$ cat src/rtl/cpu_fetch_queue_pkg.sv
// Shared CPU defines: opcodes, special system encodings, fetch-queue entry type
// and the pre-decode helpers used by the fetch front end.
package cpu_fetch_queue_pkg;

    localparam logic [6:0] OPC_LOAD      = 7'b0000011;
    localparam logic [6:0] OPC_MISC_MEM  = 7'b0001111;
    localparam logic [6:0] OPC_OP_IMM    = 7'b0010011;
    localparam logic [6:0] OPC_AUIPC     = 7'b0010111;
    localparam logic [6:0] OPC_OP_IMM_32 = 7'b0011011;
    localparam logic [6:0] OPC_STORE     = 7'b0100011;
    localparam logic [6:0] OPC_AMO       = 7'b0101111;
    localparam logic [6:0] OPC_OP        = 7'b0110011;
    localparam logic [6:0] OPC_LUI       = 7'b0110111;
    localparam logic [6:0] OPC_OP_32     = 7'b0111011;
    localparam logic [6:0] OPC_MADD      = 7'b1000011;
    localparam logic [6:0] OPC_MSUB      = 7'b1000111;
    localparam logic [6:0] OPC_NMSUB     = 7'b1001011;
    localparam logic [6:0] OPC_NMADD     = 7'b1001111;
    localparam logic [6:0] OPC_BRANCH    = 7'b1100011;
    localparam logic [6:0] OPC_JALR      = 7'b1100111;
    localparam logic [6:0] OPC_JAL       = 7'b1101111;
    localparam logic [6:0] OPC_SYSTEM    = 7'b1110011;

    localparam logic [31:0] INSTR_MRET  = 32'h3020_0073;
    localparam logic [31:0] INSTR_ECALL = 32'h0000_0073;
    localparam logic [31:0] INSTR_WFI   = 32'h1050_0073;

    typedef enum logic [1:0] {
        ST_FETCH     = 2'd0,
        ST_WAIT_JUMP = 2'd1,
        ST_WAIT_IRQ  = 2'd2
    } fetch_state_e;

    typedef enum logic [3:0] {
        FMT_NONE, FMT_R, FMT_R4, FMT_I, FMT_S, FMT_B, FMT_U, FMT_J, FMT_CSR
    } instr_fmt_e;

    typedef struct packed {
        logic [31:0] instruction;
        logic [31:0] pc;
        logic [4:0]  rs1;
        logic [4:0]  rs2;
        logic [4:0]  rd;
    } fetch_entry_t;

    function automatic instr_fmt_e get_format(input logic [31:0] instr);
        instr_fmt_e fmt;
        case (instr[6:0])
            OPC_OP, OPC_OP_32, OPC_AMO:                     fmt = FMT_R;
            OPC_MADD, OPC_MSUB, OPC_NMSUB, OPC_NMADD:       fmt = FMT_R4;
            OPC_OP_IMM, OPC_OP_IMM_32, OPC_LOAD,
            OPC_JALR, OPC_MISC_MEM:                         fmt = FMT_I;
            OPC_STORE:                                      fmt = FMT_S;
            OPC_BRANCH:                                     fmt = FMT_B;
            OPC_LUI, OPC_AUIPC:                             fmt = FMT_U;
            OPC_JAL:                                        fmt = FMT_J;
            // funct3 == 0 is ECALL/EBREAK/MRET/WFI, which carry no register operands
            OPC_SYSTEM: fmt = (instr[14:12] != 3'b000) ? FMT_CSR : FMT_NONE;
            default:                                        fmt = FMT_NONE;
        endcase
        return fmt;
    endfunction

    function automatic fetch_entry_t predecode(input logic [31:0] instr, input logic [31:0] pc);
        fetch_entry_t entry;
        instr_fmt_e   fmt;
        fmt               = get_format(instr);
        entry.instruction = instr;
        entry.pc          = pc;
        entry.rs1 = (fmt inside {FMT_B, FMT_I, FMT_R, FMT_S, FMT_CSR, FMT_R4}) ? instr[19:15] : 5'd0;
        entry.rs2 = (fmt inside {FMT_B, FMT_R, FMT_S, FMT_R4}) ? instr[24:20] : 5'd0;
        entry.rd  = (fmt inside {FMT_I, FMT_J, FMT_R, FMT_U, FMT_CSR, FMT_R4}) ? instr[11:7] : 5'd0;
        return entry;
    endfunction

    function automatic logic is_flow_change(input logic [31:0] instr);
        return (instr[6:0] == OPC_JAL) || (instr[6:0] == OPC_JALR) ||
               (instr[6:0] == OPC_BRANCH) || (instr == INSTR_MRET);
    endfunction

    function automatic logic is_wait_irq(input logic [31:0] instr);
        return (instr == INSTR_ECALL) || (instr == INSTR_WFI);
    endfunction

endpackage

$ cat src/rtl/cpu_fetch_queue_fifo.sv
// Circular instruction queue: power-of-two depth, combinational head, push/pop
// are silently dropped when full/empty respectively.
module cpu_fetch_queue_fifo
    import cpu_fetch_queue_pkg::*;
#(
    parameter int unsigned DEPTH   = 4,
    parameter type         entry_t = fetch_entry_t
) (
    input  logic                   i_clock,
    input  logic                   i_reset,
    input  logic                   i_push,
    input  entry_t                 i_push_data,
    input  logic                   i_pop,
    output entry_t                 o_head,
    output logic                   o_valid,
    output logic                   o_full,
    output logic [$clog2(DEPTH):0] o_count
);
    localparam int unsigned AW         = $clog2(DEPTH);
    localparam logic [AW:0] FULL_COUNT = (AW+1)'(DEPTH);

    entry_t        r_mem [DEPTH];
    logic [AW-1:0] r_wr_ptr;
    logic [AW-1:0] r_rd_ptr;
    logic [AW:0]   r_count;
    logic          w_do_push;
    logic          w_do_pop;

    assign o_valid   = (r_count != '0);
    assign o_full    = (r_count == FULL_COUNT);
    assign o_count   = r_count;
    assign o_head    = r_mem[r_rd_ptr];
    assign w_do_push = i_push && !o_full;
    assign w_do_pop  = i_pop && o_valid;

    // NOTE: storage has no reset; occupancy tracking alone decides what is valid,
    // which keeps the array a plain RAM without a reset fan-out.
    always_ff @(posedge i_clock) begin
        if (w_do_push) begin
            r_mem[r_wr_ptr] <= i_push_data;
        end
    end

    // Depth is a power of two, so pointer wrap is free natural overflow.
    always_ff @(posedge i_clock or posedge i_reset) begin
        if (i_reset) begin
            r_wr_ptr <= '0;
            r_rd_ptr <= '0;
            r_count  <= '0;
        end else begin
            if (w_do_push) r_wr_ptr <= r_wr_ptr + AW'(1);
            if (w_do_pop)  r_rd_ptr <= r_rd_ptr + AW'(1);
            case ({w_do_push, w_do_pop})
                2'b10:   r_count <= r_count + (AW+1)'(1);
                2'b01:   r_count <= r_count - (AW+1)'(1);
                default: r_count <= r_count;
            endcase
        end
    end

endmodule

$ cat src/rtl/cpu_fetch_queue.sv
// Fetch front end: drives the I-cache PC, pre-decodes returned words into the
// queue, and stalls on control flow (WAIT_JUMP) or ECALL/WFI (WAIT_IRQ).
module cpu_fetch_queue
    import cpu_fetch_queue_pkg::*;
#(
    parameter logic [31:0] RESET_VECTOR = 32'h0000_0000,
    parameter int unsigned QUEUE_DEPTH  = 4
) (
    input  logic                         i_clock,
    input  logic                         i_reset,
    output logic [31:0]                  o_ic_pc,
    output logic                         o_ic_stall,
    input  logic                         i_ic_ready,
    input  logic [31:0]                  i_ic_rdata,
    input  logic                         i_jump,
    input  logic [31:0]                  i_jump_pc,
    input  logic                         i_irq_pending,
    input  logic [31:0]                  i_irq_pc,
    output logic                         o_irq_dispatched,
    output logic [31:0]                  o_irq_epc,
    output logic                         o_valid,
    input  logic                         i_ready,
    output logic [31:0]                  o_instruction,
    output logic [31:0]                  o_pc,
    output logic [4:0]                   o_rs1,
    output logic [4:0]                   o_rs2,
    output logic [4:0]                   o_rd,
    output logic [$clog2(QUEUE_DEPTH):0] o_count
);
    fetch_state_e r_state, w_state_next;
    logic [31:0]  r_pc, w_pc_next;
    logic         r_irq_sample, w_irq_sample_next;
    logic         r_irq_dispatched, w_irq_dispatched_next;
    logic [31:0]  r_irq_epc, w_irq_epc_next;
    logic         w_push;
    logic         w_pop;
    logic         w_full;
    logic         w_irq_edge;
    fetch_entry_t w_push_entry;
    fetch_entry_t w_head;

    assign w_irq_edge   = i_irq_pending && !r_irq_sample;
    assign w_push_entry = predecode(i_ic_rdata, r_pc);
    assign w_pop        = o_valid && i_ready;

    // NOTE: every always_comb output gets a default first, so no path can infer a latch.
    always_comb begin
        w_state_next          = r_state;
        w_pc_next             = r_pc;
        w_irq_sample_next     = r_irq_sample;
        w_irq_dispatched_next = 1'b0;
        w_irq_epc_next        = r_irq_epc;
        w_push                = 1'b0;
        case (r_state)
            ST_FETCH: begin
                // An interrupt edge wins over a full queue; the fetched word is dropped.
                if (i_ic_ready) begin
                    w_irq_sample_next = i_irq_pending;
                    if (w_irq_edge) begin
                        w_irq_dispatched_next = 1'b1;
                        w_irq_epc_next        = r_pc;
                        w_pc_next             = i_irq_pc;
                    end else if (!w_full) begin
                        w_push    = 1'b1;
                        w_pc_next = r_pc + 32'd4;
                        if (is_flow_change(i_ic_rdata)) begin
                            w_state_next = ST_WAIT_JUMP;
                        end else if (is_wait_irq(i_ic_rdata)) begin
                            w_state_next = ST_WAIT_IRQ;
                        end
                    end
                end
            end
            ST_WAIT_JUMP: begin
                if (i_jump) begin
                    w_pc_next    = i_jump_pc;
                    w_state_next = ST_FETCH;
                end
            end
            ST_WAIT_IRQ: begin
                w_irq_sample_next = i_irq_pending;
                if (w_irq_edge) begin
                    w_irq_dispatched_next = 1'b1;
                    w_irq_epc_next        = r_pc;
                    w_pc_next             = i_irq_pc;
                    w_state_next          = ST_FETCH;
                end
            end
            default: w_state_next = ST_FETCH;
        endcase
    end

    // NOTE: sequential state uses non-blocking assignments only, so every register
    // samples pre-edge values regardless of process evaluation order.
    always_ff @(posedge i_clock or posedge i_reset) begin
        if (i_reset) begin
            r_state          <= ST_FETCH;
            r_pc             <= RESET_VECTOR;
            r_irq_sample     <= 1'b0;
            r_irq_dispatched <= 1'b0;
            r_irq_epc        <= 32'd0;
        end else begin
            r_state          <= w_state_next;
            r_pc             <= w_pc_next;
            r_irq_sample     <= w_irq_sample_next;
            r_irq_dispatched <= w_irq_dispatched_next;
            r_irq_epc        <= w_irq_epc_next;
        end
    end

    cpu_fetch_queue_fifo #(
        .DEPTH   (QUEUE_DEPTH),
        .entry_t (fetch_entry_t)
    ) u_fifo (
        .i_clock     (i_clock),
        .i_reset     (i_reset),
        .i_push      (w_push),
        .i_push_data (w_push_entry),
        .i_pop       (w_pop),
        .o_head      (w_head),
        .o_valid     (o_valid),
        .o_full      (w_full),
        .o_count     (o_count)
    );

    assign o_ic_pc          = r_pc;
    assign o_ic_stall       = (r_state != ST_FETCH) || w_full;
    assign o_irq_dispatched = r_irq_dispatched;
    assign o_irq_epc        = r_irq_epc;
    assign o_instruction    = w_head.instruction;
    assign o_pc             = w_head.pc;
    assign o_rs1            = w_head.rs1;
    assign o_rs2            = w_head.rs2;
    assign o_rd             = w_head.rd;

endmodule

$ cat config.mk
export PLATFORM = sky130hd
export DESIGN_NAME = cpu_fetch_queue
export DESIGN_NICKNAME = d
export VERILOG_FILES = /design/src/rtl/cpu_fetch_queue_pkg.sv /design/src/rtl/cpu_fetch_queue_fifo.sv /design/src/rtl/cpu_fetch_queue.sv
export SDC_FILE = /design/constraint.sdc
export NUM_CORES = 1
export LEC_CHECK = 0
export ABC_CLOCK_PERIOD_IN_PS = 5600
export BUFFER_PORTS_ARGS = -buffer_cell sky130_fd_sc_hd__buf_2
export CAP_MARGIN = 20
export CORE_MARGIN = 2
export CORE_UTILIZATION = 26
export CTS_CLUSTER_SIZE = 25
export DETAILED_ROUTE_END_ITERATION = 6
export MAX_ROUTING_LAYER = met4
export SLEW_MARGIN = 20
export SYNTH_ARGS = -nofsm -noshare
export SYNTH_HDL_FRONTEND = slang
export SYNTH_SLANG_ARGS = --single-unit
$ cat constraint.sdc
create_clock -name i_clock -period 5.6 [get_ports i_clock]
set_input_delay 1.12 -clock i_clock [delete_from_list [all_inputs] [get_ports i_clock]]
set_output_delay 1.12 -clock i_clock [all_outputs]
set_load 0.1 [all_outputs]
==> out/results.txt, run 1 <==
status = finished, final reports clean
# DRC = 0
GRT Total Usage = 14.7%
CTS H-tree depth = 2
Post-Place Cell Area = 18600 um2
Slew Limit Fails = 0
DIE WIDTH = 256 um
Hold Crit Start = o_irq_epc[20]
DRT iter0 DRCs = 936
dpl hpwl = 31.4 mm
Finished Cell Area = 20200 um2
total number of vias = 10200
total core area = 63000 um2
RSZ-0062 raised after global routing = false
Final Wtd Congestion = 0.825
buffers inserted by post-CTS timing repair = 0
Final setup viols = 0
clock buffer depth = 3
die area = 65700 um2
post-synth top area share = 57.3%
Area Overhead vs Synth = 22.2%
Nets = 1342
Hold-fix buffers, CTS = 0
sequential fraction of the synthesis area = 68.6%
Worst EP arrival = 2.94 ns
maximum net fanout on the critical path = 39
first-pass GRT wire length = 69.8 mm
Skew-Pair Late Insertion Delay = 0.57 ns
CTS tree = yes
number of max-cap violations = 0
crit path from = u_fifo.r_rd_ptr[0]
FP Rows = 92
vias in the first global route = 10300
Tightest Pin Transition = 1.07 ns
Hold Vio Cnt, Final = 0
commonest non-fill, non-tap cell in the layout = edfxtp_1
vias per cell = 4.80
kind of critical path = flip-flop to primary output
Clk pin slew, worst setup/hold paths = 0.06 ns
Crit. End Element = primary output
Slew HR = 28.8%
syn_area_per_cell = 16.7 um2
FF-to-FF Start = r_state[0]
worst path required time = 4.48 ns
post-layout min period = 4.06 ns
Startpoint Class = flip-flop
clk root buf = clkbuf_16
Final Core Density = 32.1%
Synth Instances = 993
worst-case clock skew = 0.0161 ns
post-CTS sizing = 0
Post-Synthesis Net Count = 1106
layout cell share with drive strength beyond 1 = 38.9%
DIE HEIGHT = 256 um
placed insts = 2027
asr flop ratio synth = 19.2%
I/O Buffers = 250
CTS buffer count = 46
I/O pins = 251
Main synth FF type = edfxtp_1
initial antenna violation count = 3
routed wire length = 47.3 mm
Initial Utilization = 26.3%
non-filler instance count after layout = 2114
aggregate global routing overflow = 0
drt first pass iters = 5
Max Clk Rate = 246 MHz
Seq cells post-synth = 391
largest net degree at the start of global routing = 61
Clock Sinks = 391
Hold Crit Class = flip-flop to flip-flop
period utilisation layout = 72.5%
Ys Warns = 0
Mapped Area = 16600 um2
Final ANT Viol Nets = 0
number of synthesized flops with an enable pin = 316
leading area contributor after synthesis = edfxtp_1
Setup TNS = 0 ns
highest-count cells in the layout ignoring fill and taps = edfxtp_1 (316), buf_2 (250), mux4_2 (79)
ranking of synthesized cells by area = edfxtp_1 (57%), dfrtp_1 (11%), mux4_2 (11%)
wire per inst = 22.4 um
post-synthesis cell type count = 73
-- final timing paths --
path,cells after the start,to,slack (ns)
hold / removal,1,o_irq_epc[20],0.50
min in group asynchronous,2,o_ic_pc[19],0.59
max in group asynchronous,3,o_ic_pc[7],3.98
setup reg to reg,6,u_fifo.r_mem[2][40],2.21
hold reg to reg,1,o_irq_epc[20],0.50
setup / recovery,3,o_pc[18],1.54
-- worst max-delay path: stages (launching register included) --
cell,delay [ns]
dfrtp_4,0.97
buf_4,0.46
mux4_2,0.61
buf_2,0.32
-- cell usage after synthesis, types with 5 or more instances --
cell,instances
a211oi_1,8
a21oi_1,36
a221oi_1,6
a22o_1,16
a22oi_1,10
a31oi_1,9
and2_1,22
and3_1,7
buf_2,15
buf_4,33
clkbuf_1,29
dfrtp_1,75
edfxtp_1,316
ha_1,10
inv_1,14
mux2_2,33
mux4_2,79
nand2_1,49
nand2b_1,5
nand3_1,10
nand4_1,10
nor2_1,56
nor3_1,16
nor4_1,5
o21ai_0,28
o221ai_1,6
xnor2_1,6
-- metrics by stage --
| step | hold WS, ns | worst slack [ns] |
|---|---|---|
| final | 0.501 | 1.54 |
| after global routing | 0.516 | 1.27 |
| after CTS | 0.503 | 1.37 |
| after detailed placement | 0.490 | 1.90 |
| after global placement | 0.487 | 2.02 |
| after floorplan | 0.494 | 1.46 |
-- sequential cells by signal, summed over array words and instances (netlist names) --
| signal | count |
|---|---|
| u_fifo.o_count | 3 |
| u_fifo.r_rd_ptr | 2 |
| u_fifo.r_wr_ptr | 2 |
| o_irq_epc | 32 |
| o_ic_pc | 32 |
| r_state | 2 |
| r_irq_sample | 1 |
| u_fifo.r_mem | 316 |
| o_irq_dispatched | 1 |
-- final cells by class --
cell class / count / area (um2)
Tap cell: 846 / 1060
Multi-Input combinational cell: 503 / 4680
Timing Repair Buffer: 272 / 1430
Inverter: 15 / 58.8
Fill cell: 6206 / 42700
Sequential cell: 391 / 11400
Clock buffer: 56 / 1250
Clock inverter: 29 / 385
Antenna cell: 2 / 5.00
-- routing by layer --
metal / track usage, % / wire [um]
met5: - / 0
met4: 4.18 / 1020
met3: 3.02 / 3710
met2: 22.1 / 21700
met1: 20.0 / 20800
-- cells by family (layout without fill, tap and decap cells) --
group | count (synthesis) | in the layout | share of synthesized area (%)
multiplexers | 115 | 115 | 13.2
buffers and inverters | 99 | 372 | 3.24
other | 0 | 2 | 0
XOR/XNOR | 10 | 10 | 0.529
flip-flops | 391 | 391 | 68.6
adder cells (fa/ha/maj) | 11 | 11 | 0.876
AND/OR/NAND/NOR | 203 | 203 | 6.43
AO/OA/AOI/OAI | 164 | 164 | 7.12
Power of run 1 is not shown: default switching activity piles up to over one toggle a cycle in this logic, so the estimate is an artifact.
==> inputs of run 2 (changes only) <==
--- a/config.mk
+++ b/config.mk
@@ -5,7 +5,7 @@
 export SDC_FILE = /design/constraint.sdc
 export NUM_CORES = 1
 export LEC_CHECK = 0
-export ABC_CLOCK_PERIOD_IN_PS = 5600
+export ABC_CLOCK_PERIOD_IN_PS = 3300
 export BUFFER_PORTS_ARGS = -buffer_cell sky130_fd_sc_hd__buf_2
 export CAP_MARGIN = 20
 export CORE_MARGIN = 2
==> constraint.sdc (replaced) <==
create_clock -name i_clock -period 3.3 [get_ports i_clock]
set_input_delay 0.66 -clock i_clock [delete_from_list [all_inputs] [get_ports i_clock]]
set_output_delay 0.66 -clock i_clock [all_outputs]
set_load 0.1 [all_outputs]
==> out/results.txt, run 2 (synthesized netlist as in run 1, its figures left out) <==
status = finished, final reports clean
worst path required time = 2.64 ns
Max Clk Rate = 324 MHz
highest-count cells in the layout ignoring fill and taps = edfxtp_1 (316), buf_2 (250), mux4_2 (79)
number of max-cap violations = 0
total number of vias = 10000
initial antenna violation count = 2
drt first pass iters = 5
clk root buf = clkbuf_16
Worst path top cell family by delay = buffers and inverters
crit path from = u_fifo.r_rd_ptr[1]
worst path buffer plus inverter count = 2
aggregate global routing overflow = 0
wire per inst = 21.5 um
Area Overhead vs Synth = 22.5%
CTS tree = yes
routed wire length = 45.8 mm
GRT Total Usage = 14.1%
Setup TNS = 0 ns
vias in the first global route = 10200
die area = 65700 um2
Largest Register = u_fifo.r_mem
Slew Limit Fails = 0
Hold Vio Cnt, Final = 0
Clock Sinks = 391
Crit. End Element = primary output
Clk pin slew, worst setup/hold paths = 0.06 ns
Tightest Pin Transition = 1.07 ns
Worst EP arrival = 2.42 ns
max reg flops = 316
Final WS setup = 0.217 ns
CTS buffer count = 44
dpl hpwl = 31.3 mm
layout cell share with drive strength beyond 1 = 39.4%
Slew HR = 27.9%
Skew-Pair Late Insertion Delay = 0.56 ns
post-CTS sizing = 0
Nets = 1360
max incr delay on CP = 0.71 ns
Final Wtd Congestion = 0.785
DIE HEIGHT = 256 um
Startpoint Class = flip-flop
I/O Buffers = 250
RSZ-0062 raised after global routing = false
FF-to-FF Start = r_state[0]
DRT iter0 DRCs = 901
clock buffer depth = 3
I/O pins = 251
Initial Utilization = 26.3%
Final setup viols = 0
kind of critical path = flip-flop to primary output
post-layout min period = 3.08 ns
buffers inserted by post-CTS timing repair = 0
Hold-fix buffers, CTS = 0
Final ANT Viol Nets = 0
first-pass GRT wire length = 68.2 mm
Hold Crit Class = primary input to asynchronous set/reset pin
pre-CTS WS = 0.668 ns
commonest non-fill, non-tap cell in the layout = edfxtp_1
CTS H-tree depth = 2
worst-case clock skew = 0.0244 ns
largest net degree at the start of global routing = 41
period utilisation layout = 93.4%
R2R Setup Slk = 0.70 ns
DIE WIDTH = 256 um
maximum net fanout on the critical path = 23
# DRC = 0
vias per cell = 4.71
total core area = 63000 um2
worst-path cell chain = buf_4, mux4_2, buf_2
CP max stage cell = dfrtp_4
FP Rows = 92
## run 2: cell types whose count changed in the layout (fill, tap and decap cells not counted)
cell / change
buf_4: +11
buf_12: +9
bufinv_16: -4
clkbuf_1: +3
clkbuf_16: -3
clkbuf_8: -3
clkinvlp_4: +3
inv_6: -3
clkinv_8: +1
nor2b_1: -1
nor2b_2: +1
## run 2: final timing paths
kind | endpoint | cells past startpoint
max | o_pc[9] | 3
min reg2reg | o_irq_epc[5] | 1
max reg2reg | u_fifo.r_mem[1][28] | 6
max in group asynchronous | o_irq_epc[5] | 3
min | o_irq_epc[16] | 2
min in group i_clock | u_fifo.r_mem[0][78] | 1
## run 2: layout make-up
cell class                 count  area, um2
fill                        6178      42700
antenna                        2       5.00
inverter                      15       58.8
clock inverter                26        278
tap                          846       1060
sequential                   391      11400
clock buffer                  53       1140
multi-input combinational    503       4680
timing repair buffer         292       1690
## run 2: routing by layer
| metal | vias up | global-route usage [%] | routed length [um] |
|---|---|---|---|
| met5 | - | - | 0 |
| met4 | 0 | 2.76 | 707 |
| met3 | 61 | 3.05 | 3060 |
| met2 | 387 | 22.1 | 21600 |
| met1 | 5141 | 19.0 | 20500 |
| li1 | 4444 | - | - |
## run 2: through the flow
stage                     util, %  cell area, um2  hold slack, ns  instances
after global placement       30.0           18900           0.484       2047
after global routing         32.2           20300           0.187       2127
after floorplan                 -           16600           0.494        993
after CTS                    32.2           20300           0.153       2126
final                        32.2           20300           0.163       2128
after detailed placement     30.0           18900           0.490       2047
Power of run 2 is left out for the same reason.
==> inputs of run 3 (changes only) <==
--- a/config.mk
+++ b/config.mk
@@ -5,6 +5,7 @@
 export SDC_FILE = /design/constraint.sdc
 export NUM_CORES = 1
 export LEC_CHECK = 0
+export ABC_AREA = 1
 export ABC_CLOCK_PERIOD_IN_PS = 3300
 export BUFFER_PORTS_ARGS = -buffer_cell sky130_fd_sc_hd__buf_2
 export CAP_MARGIN = 20
@@ -13,6 +14,7 @@
 export CTS_CLUSTER_SIZE = 25
 export DETAILED_ROUTE_END_ITERATION = 6
 export MAX_ROUTING_LAYER = met4
+export PLACE_DENSITY = 0.43
 export SLEW_MARGIN = 20
 export SYNTH_ARGS = -nofsm -noshare
 export SYNTH_HDL_FRONTEND = slang
==> out/results.txt, run 3 <==
FP Rows = 94
post-synth top area share = 55.1%
maximum net fanout on the critical path = 42
buffers inserted by post-CTS timing repair = 0
Fill cells = 6512
Clk pin slew, worst setup/hold paths = 0.06 ns
DRT iter0 DRCs = 714
ranking of synthesized cells by area = edfxtp_1 (55%), dfrtp_1 (11%), o21ai_0 (6.8%)
commonest non-fill, non-tap cell in the layout = edfxtp_1
most common cell in the netlist = edfxtp_1
Largest Register = u_fifo.r_mem
first-pass GRT wire length = 80.3 mm
post-layout min period = 3.16 ns
worst-path cell chain = buf_6, o21ai_0, o22ai_1, buf_4
Setup TNS = 0 ns
Tightest Pin Transition = 0.699 ns
die area = 68400 um2
Crit. End Element = primary output
DIE HEIGHT = 261 um
Post-Place Cell Area = 20500 um2
Slew Limit Fails = 0
Ys Warns = 0
syn_area_per_cell = 10.7 um2
Mapped Area = 17200 um2
main combinational cell family by area after synthesis = simple AND/OR/NAND/NOR gates
worst-case clock skew = 0.0275 ns
# DRC = 0
period utilisation layout = 95.7%
drt first pass iters = 5
worst path required time = 2.64 ns
mux cell area share after synthesis = 0%
synth cell count leaders = edfxtp_1 (316), nor2_1 (272), o21ai_0 (233)
vias per cell = 4.68
Worst path top cell family by delay = buffers and inverters
max incr delay on CP = 0.64 ns
RSZ-0062 raised after global routing = false
status = finished, final reports clean
Hold Crit Class = primary input to asynchronous set/reset pin
Area Overhead vs Synth = 28.0%
Main synth FF type = edfxtp_1
Worst EP arrival = 2.50 ns
GRT Total Usage = 16.3%
number of synthesized flops with an enable pin = 316
Startpoint Class = flip-flop
wire per inst = 20.1 um
asr flop ratio synth = 19.2%
pre-CTS WS = 0.526 ns
Max Clk Rate = 317 MHz
aggregate global routing overflow = 0
kind of critical path = flip-flop to primary output
Hold Vio Cnt, Final = 0
clock buffer depth = 3
Synth Area in Simple Gates = 13.7%
worst path buffer plus inverter count = 2
highest-count cells in the layout ignoring fill and taps = edfxtp_1 (316), nor2_1 (268), o21ai_0 (233)
CTS buffer count = 45
Clock Sinks = 391
DIE WIDTH = 261 um
Post-Synthesis Net Count = 1729
routed wire length = 54.7 mm
largest net degree at the start of global routing = 80
I/O Buffers = 250
Synth Instances = 1616
post-synthesis xor/xnor area fraction = 0.254%
CTS H-tree depth = 2
total core area = 65700 um2
Nets = 1943
leading area contributor after synthesis = edfxtp_1
Final Wtd Congestion = 0.848
number of max-cap violations = 0
FF-to-FF Start = r_state[1]
Final ANT Viol Nets = 0
I/O pins = 251
Skew-Pair Late Insertion Delay = 0.58 ns
clk root buf = clkbuf_16
CP max stage cell = dfrtp_4
total number of vias = 12800
crit path from = u_fifo.r_rd_ptr[0]
Final WS setup = 0.141 ns
post-synthesis cell type count = 42
post-synthesis compound-gate area fraction = 13.3%
Finished Cell Area = 22100 um2
CTS tree = yes
dpl hpwl = 36.0 mm
sequential fraction of the synthesis area = 66.0%
Final setup viols = 0
initial antenna violation count = 3
Seq cells post-synth = 391
Initial Utilization = 26.2%
layout cell share with drive strength beyond 1 = 20.9%
Final Core Density = 33.6%
Adder-Cell Fraction of Synth Area = 0.842%
vias in the first global route = 12500
max reg flops = 316
Slew HR = 53.1%
## run 3: repair_timing
action | CTS | global route
resized for setup | 4 | 14
hold buffers | 0 | 0
setup endpoints to repair | 31 | 27
## run 3: cells by family after synthesis
logic type | Yosys count
and+or+nand+nor | 574
DFF | 391
xor gates and xnor gates | 5
AOI/OAI and AO/OA | 411
adders and majority gates | 11
buffers and inverters | 224
## run 3: path summary, 6_finish.rpt
kind                                             to  slack [ns]  cells past startpoint
max in group asynchronous              o_irq_epc[9]        2.51                      3
worst max-delay path                       o_pc[24]        0.14                      4
worst max register to register  u_fifo.r_mem[2][26]        0.77                      5
min in group i_clock            u_fifo.r_mem[0][73]        0.32                      1
worst min-delay path                    o_ic_pc[22]        0.13                      2
worst min register to register        o_irq_epc[19]        0.48                      2
## run 3: stage by stage
| stage | std cells | hold WS [ns] |
|---|---|---|
| 3_5_place_dp | 2647 | 0.473 |
| 3_3_place_gp | 2647 | 0.472 |
| 4_1_cts | 2728 | 0.108 |
| 2_1_floorplan | 1616 | 0.497 |
| 5_1_grt | 2730 | 0.132 |
| 6_report | 2730 | 0.131 |
## run 3: area by class of cell
cell class,instances,area (um2),area share [%]
diodes,2,5.00,0.0227
clock buffers,55,1180,5.37
clock inverters,26,318,1.44
inverters,109,423,1.92
multi-input cells,1001,4940,22.4
flip-flops and latches,391,11400,51.5
well taps,864,1080,4.90
repair buffers,282,2740,12.4
## run 3: metal layers
layer,part of all wire [%],track usage (%),wire (um)
met1,46,21.6,25100
met2,47,25.6,25600
met3,4.9,2.84,2660
met4,2.5,4.34,1340
met5,0,-,0
Power of run 3 is left out for the same reason.
